[config.mk]
export PLATFORM = sky130hd
export DESIGN_NAME = bk_adder_arbiter
export DESIGN_NICKNAME = d
export VERILOG_FILES = /design/src/rtl/bk_adder_arbiter.sv
export SDC_FILE = /design/constraint.sdc
export NUM_CORES = 1
export LEC_CHECK = 0
export CORE_AREA = 2 2 122 124
export CTS_BUF_LIST = sky130_fd_sc_hd__clkbuf_16
export CTS_CLUSTER_DIAMETER = 80
export DETAILED_ROUTE_END_ITERATION = 12
export DIE_AREA = 0 0 124 126
export PLACE_DENSITY = 0.75
export RECOVER_POWER = 25
export SYNTH_ARGS = -nofsm -noshare
export SYNTH_HDL_FRONTEND = slang
export SYNTH_SLANG_ARGS = --single-unit
[constraint.sdc]
create_clock -name clk -period 16.33 [get_ports clk]
set_clock_uncertainty 0.15 [all_clocks]
set_input_delay 2.4495 -clock clk [delete_from_list [all_inputs] [get_ports clk]]
set_output_delay 2.4495 -clock clk [all_outputs]
set_load 0.005 [all_outputs]
[src/rtl/bk_adder_arbiter.sv]
// Round-robin sharing of one 32-bit Brent-Kung adder among NREQ requesters, with
// carry-chained multi-word bursts. Define BK_ARB_SUB_EN to add per-burst subtraction (req_sub).
module bk_adder_arbiter #(
  parameter int NREQ = 4,
  parameter int IDW  = 2
) (
  input  logic                clk,
  input  logic                rst_n,
  input  logic [NREQ-1:0]     req_valid,
  output logic [NREQ-1:0]     req_ready,
  input  logic [NREQ*32-1:0]  req_a,
  input  logic [NREQ*32-1:0]  req_b,
  input  logic [NREQ-1:0]     req_cin,
  input  logic [NREQ-1:0]     req_last,
`ifdef BK_ARB_SUB_EN
  input  logic [NREQ-1:0]     req_sub,
`endif
  output logic                out_valid,
  input  logic                out_ready,
  output logic [31:0]         out_sum,
  output logic                out_cout,
  output logic [IDW-1:0]      out_id,
  output logic                out_last,
  output logic                busy
);

  typedef enum logic {ARB = 1'b0, BURST = 1'b1} state_t;

  state_t          state_q, state_d;
  logic [IDW-1:0]  rr_q, rr_d, owner_q, owner_d;
  logic            carry_q, carry_d;
  logic            out_valid_q, out_valid_d;
  logic [31:0]     out_sum_q, out_sum_d;
  logic            out_cout_q, out_cout_d;
  logic [IDW-1:0]  out_id_q, out_id_d;
  logic            out_last_q, out_last_d;
`ifdef BK_ARB_SUB_EN
  logic            sub_q, sub_d;
`endif

  logic            gnt_vld, stage_free, xfer, sub_act, cin_eff;
  logic [IDW-1:0]  gnt_id, rr_inc;
  logic [31:0]     a_sel, b_sel, b_eff;
  logic [32:0]     add_res;

  // Brent-Kung prefix: up-sweep builds spans 2,4,..,32; down-sweep fills the gaps.
  function automatic logic [32:0] bk_add(input logic [31:0] a, input logic [31:0] b,
                                         input logic cin);
    logic [31:0] p0, p, g, c;
    p0 = a ^ b;
    p  = p0;
    g  = a & b;
    g[0] = g[0] | (p[0] & cin);
    for (int l = 0; l < 5; l++)
      for (int i = 0; i < 32; i++)
        if ((i + 1) % (2 << l) == 0) begin
          g[i] = g[i] | (p[i] & g[i - (1 << l)]);
          p[i] = p[i] & p[i - (1 << l)];
        end
    for (int l = 3; l >= 0; l--)
      for (int i = 0; i < 32; i++)
        if (((i + 1) % (2 << l) == (1 << l)) && (i >= (2 << l))) begin
          g[i] = g[i] | (p[i] & g[i - (1 << l)]);
          p[i] = p[i] & p[i - (1 << l)];
        end
    c = {g[30:0], cin};
    return {g[31], p0 ^ c};
  endfunction

  always_comb begin
    gnt_vld = 1'b0;
    gnt_id  = '0;
    if (state_q == BURST) begin
      gnt_vld = req_valid[owner_q];
      gnt_id  = owner_q;
    end else begin
      // Descending scan so the requester closest to rr_q is written last and wins.
      for (int k = NREQ - 1; k >= 0; k--)
        if (req_valid[(int'(rr_q) + k) % NREQ]) begin
          gnt_vld = 1'b1;
          gnt_id  = IDW'((int'(rr_q) + k) % NREQ);
        end
    end
  end

  assign stage_free = ~out_valid_q | out_ready;
  assign xfer       = gnt_vld & stage_free;
  assign req_ready  = xfer ? (NREQ'(1) << gnt_id) : '0;
  assign rr_inc     = IDW'((int'(gnt_id) + 1) % NREQ);

`ifdef BK_ARB_SUB_EN
  assign sub_act = (state_q == BURST) ? sub_q : req_sub[gnt_id];
`else
  assign sub_act = 1'b0;
`endif

  assign a_sel   = req_a[32*gnt_id +: 32];
  assign b_sel   = req_b[32*gnt_id +: 32];
  assign b_eff   = sub_act ? ~b_sel : b_sel;
  assign cin_eff = (state_q == BURST) ? carry_q : (sub_act | req_cin[gnt_id]);
  assign add_res = bk_add(a_sel, b_eff, cin_eff);

  always_comb begin
    state_d     = state_q;
    rr_d        = rr_q;
    owner_d     = owner_q;
    carry_d     = carry_q;
    out_valid_d = out_valid_q & ~out_ready;
    out_sum_d   = out_sum_q;
    out_cout_d  = out_cout_q;
    out_id_d    = out_id_q;
    out_last_d  = out_last_q;
`ifdef BK_ARB_SUB_EN
    sub_d       = sub_q;
    if (xfer && state_q == ARB) sub_d = sub_act;
`endif
    if (xfer) begin
      out_valid_d = 1'b1;
      out_sum_d   = add_res[31:0];
      out_cout_d  = add_res[32];
      out_id_d    = gnt_id;
      out_last_d  = req_last[gnt_id];
      carry_d     = add_res[32];
      if (req_last[gnt_id]) begin
        state_d = ARB;
        rr_d    = rr_inc;
      end else begin
        state_d = BURST;
        owner_d = gnt_id;
      end
    end
  end

  always_ff @(posedge clk or negedge rst_n) begin
    if (!rst_n) begin
      state_q     <= ARB;
      rr_q        <= '0;
      owner_q     <= '0;
      carry_q     <= 1'b0;
      out_valid_q <= 1'b0;
      out_sum_q   <= '0;
      out_cout_q  <= 1'b0;
      out_id_q    <= '0;
      out_last_q  <= 1'b0;
`ifdef BK_ARB_SUB_EN
      sub_q       <= 1'b0;
`endif
    end else begin
      state_q     <= state_d;
      rr_q        <= rr_d;
      owner_q     <= owner_d;
      carry_q     <= carry_d;
      out_valid_q <= out_valid_d;
      out_sum_q   <= out_sum_d;
      out_cout_q  <= out_cout_d;
      out_id_q    <= out_id_d;
      out_last_q  <= out_last_d;
`ifdef BK_ARB_SUB_EN
      sub_q       <= sub_d;
`endif
    end
  end

  assign out_valid = out_valid_q;
  assign out_sum   = out_sum_q;
  assign out_cout  = out_cout_q;
  assign out_id    = out_id_q;
  assign out_last  = out_last_q;
  assign busy      = (state_q == BURST) | out_valid_q;

endmodule

==> impl_metrics.ini <==
[status]
status = finished with violations
failed_checks = capacitance limit, slew limit

[timing]
rsz0062_at_grt = false
slew_headroom = -0.569
finalHoldViolations = 0
period_minus_slack_ps = 8400
slew_violations = 43
fin_tns_setup_ps = 0
fmax_mhz = 119
final-setup-viol-count = 0
min_period_over_period = 0.515
worstMarginPinSlew_ps = 2350

[logic_synthesis]
syn_nets = 733
synthXorXnorAreaFrac = 0.0281
synth_warnings = 0
synth-compound-area-share = 0.103
synth.most_common_cell = mux4_2
post_synth_main_area_contributors = mux4_2 (31%), dfrtp_1 (22%), ha_1 (9.1%)
synthTopCellsByCount = mux4_2 (65), nand2_1 (53), dfrtp_1 (42), o21ai_0 (37), ha_1 (34)
yosys.area_share.adder = 0.164
yosysTopAreaCellShare = 0.313
synth_seq_area_share = 0.225
ys_types = 44
synth-edff-count = 0
yosys.area.top_type = mux4_2
avgSynthCellArea_sq_um = 11.4
synth_cells = 411
syn_area_sq_mm = 0.00467
synthSimpleGateAreaFrac = 0.0857
synth-main-ff-cell = dfrtp_1
synth_top_family_by_area = multiplexers
synthArstFlopShare = 1.00
muxShareOfSynthArea = 0.339
ys_ff_latch = 42

[drt]
wl_per_cell_microns = 18.4
wirelength_microns = 16500
antenna_left = 0
via_count = 4518
drtIter0Drc = 155
drt_first_pass_iters = 4
post-route-drc-count = 0
via_per_inst = 5.05

[clocking]
cts_setup_buffers = 0
h-tree-depth = 2
cts_resized = 0
clkLatencyLatePin_ps = 280
cts_root_buffer = clkbuf_16
cts_tree = yes
clkTransAtPathRegs_ps = 60
numCtsBuffers = 5
clock_sinks = 42
cts_buffer_depth = 2
cts_hold_repair.buffers = 0

[finish]
layout.cells.non_filler = 895
multiInputGateArea_sq_mm = 0.00336
final_net_count = 1032
area_growth_pct = 72.6
drive_above_1_share = 0.136
seq_area_sq_mm = 0.00105
antenna_cells = 0
fillers = 1239

[power]
p_seq_frac = 0.121
power_frac_comb = 0.820
sw_frac_of_total = 0.449
max-vdd-ir-drop_uv = 93.8
clkPwrFrac = 0.059
power-per-cell-area_mw_per_mm2 = 203
switchingPower_w = 0.000735
intPower_w = 0.000903
leakagePower_nw = 3.28

[setup_path]
cp-start-kind = primary input
worstPathArrival_ps = 8450
worstSetupEndpointType = register
crit_path_max_fanout = 31
cp.required_ps = 16380
path_class = primary input to register

[place]
port_buffers = 312
place_hpwl_microns = 14200
place.gp.congestion = 0.850
place_inst = 887

[hold_path]
hold_class = register to register

[floorplanning]
die_area_sq_mm = 0.0156
core_sq_mm = 0.0143
num_rows = 44
die_width_microns = 124
io_pins = 313
die_height_microns = 126
start_util = 0.326

[global_route]
grt_max_degree = 72
gr-total-overflow = 0
grt_usage = 0.209
grt_pass1_wl_microns = 25100
antenna_found_initial = 0
grt_pass1_vias = 4913

[job]
maxCapViolations = 1
cells in the final DEF, fill, tap and decap left out, types with 3 or more instances in the layout:
cell type | netlist | final
nand2_1 | 53 | 53
a21oi_1 | 16 | 16
dfrtp_1 | 42 | 42
a21o_1 | 9 | 9
fa_1 | 17 | 17
buf_4 | 2 | 4
clkdlybuf4s50_1 | 0 | 311
nand2b_1 | 4 | 3
or2_2 | 3 | 3
mux2i_1 | 6 | 6
ha_1 | 34 | 34
nor2b_1 | 5 | 5
nor2_1 | 8 | 8
inv_1 | 25 | 25
clkbuf_16 | 0 | 5
o21ai_0 | 37 | 37
mux2_2 | 4 | 4
xor2_1 | 14 | 14
and2_1 | 5 | 5
inv_2 | 10 | 10
mux4_2 | 65 | 65
o21a_1 | 3 | 3
and3_1 | 3 | 3
power groups by stage:
| stage | Clock [W] | Sequential [W] | Combinational [W] |
|---|---|---|---|
| floorplan | 0 | 0.000197 | 0.000951 |
| global placement | 0 | 0.000198 | 0.00130 |
| finish | 0.0000964 | 0.000199 | 0.00134 |
| global route | 0.000103 | 0.000207 | 0.00151 |
| detailed placement | 0 | 0.000202 | 0.00136 |
| CTS | 0.0000997 | 0.000200 | 0.00137 |
through the flow:
stage | utilization | instance area (sq um) | power (W) | setup WS [ps] | hold slack, ps
3_3_place_gp | 0.554 | 7920 | 0.00150 | 7710 | 312
5_1_grt | 0.563 | 8060 | 0.00182 | 7350 | 359
4_1_cts | 0.563 | 8070 | 0.00167 | 7810 | 336
6_report | 0.563 | 8060 | 0.00164 | 7930 | 326
2_1_floorplan | - | 4670 | 0.00115 | 9250 | 320
3_5_place_dp | 0.554 | 7920 | 0.00156 | 7530 | 322
cell families (layout without fill, tap and decap cells):
kind of cell | count (synthesis) | after routing
and+or+nand+nor | 88 | 88
AOI/OAI and AO/OA | 80 | 80
muxes | 76 | 76
buffers and inverters | 59 | 359
adders and majority gates | 51 | 51
DFF | 42 | 42
xor gates and xnor gates | 15 | 15
critical path, stage by stage:
cell	delay (ps)
clkdlybuf4s50_1	550
mux2i_1	120
a221oi_2	380
mux2_4	520
buf_4	540
inv_2	280
buf_4	290
mux4_2	440
ha_1	330
and2_1	170
nor2b_1	140
and3_1	200
a221o_1	360
a2111oi_0	770
o31a_1	290
fa_1	400
o21ai_0	150
layer usage:
metal | share of wire | global-route usage | vias up
li1 | - | - | 2125
met1 | 0.38 | 0.246 | 2161
met2 | 0.54 | 0.396 | 214
met3 | 0.070 | 0.0299 | 18
met4 | 0.017 | 0.0443 | 0
met5 | 0 | 0 | -
area by class of cell:
type | instances | share of cell area
multi-input cells | 310 | 0.417
repair buffers | 316 | 0.390
flip-flops and latches | 42 | 0.130
well taps | 184 | 0.0285
inverters | 35 | 0.0163
clock buffers | 5 | 0.0155
clock inverters | 3 | 0.00202
path summary, 6_finish.rpt:
| check | startpoint | cells after the start | slack [ps] | to |
|---|---|---|---|---|
| hold / removal | out_sum[16] | 2 | 330 | out_sum[16] |
| max in group asynchronous | rst_n | 1 | 11960 | out_sum[25] |
| setup / recovery | req_valid[3] | 17 | 7930 | out_sum[30] |
| setup reg to reg | rr_q[1] | 16 | 10100 | out_sum[30] |
| min in group asynchronous | rst_n | 1 | 2730 | out_valid |
| hold reg to reg | out_sum[16] | 2 | 330 | out_sum[16] |
state kept, by name, indices dropped and copies added, names as in the netlist:
signal and flops:
carry_q 1, out_id 2, out_last 1, out_sum 32, out_valid 1, owner_q 2
rr_q 2, state_q 1
Note: power is estimated with default switching activity, not from simulation.
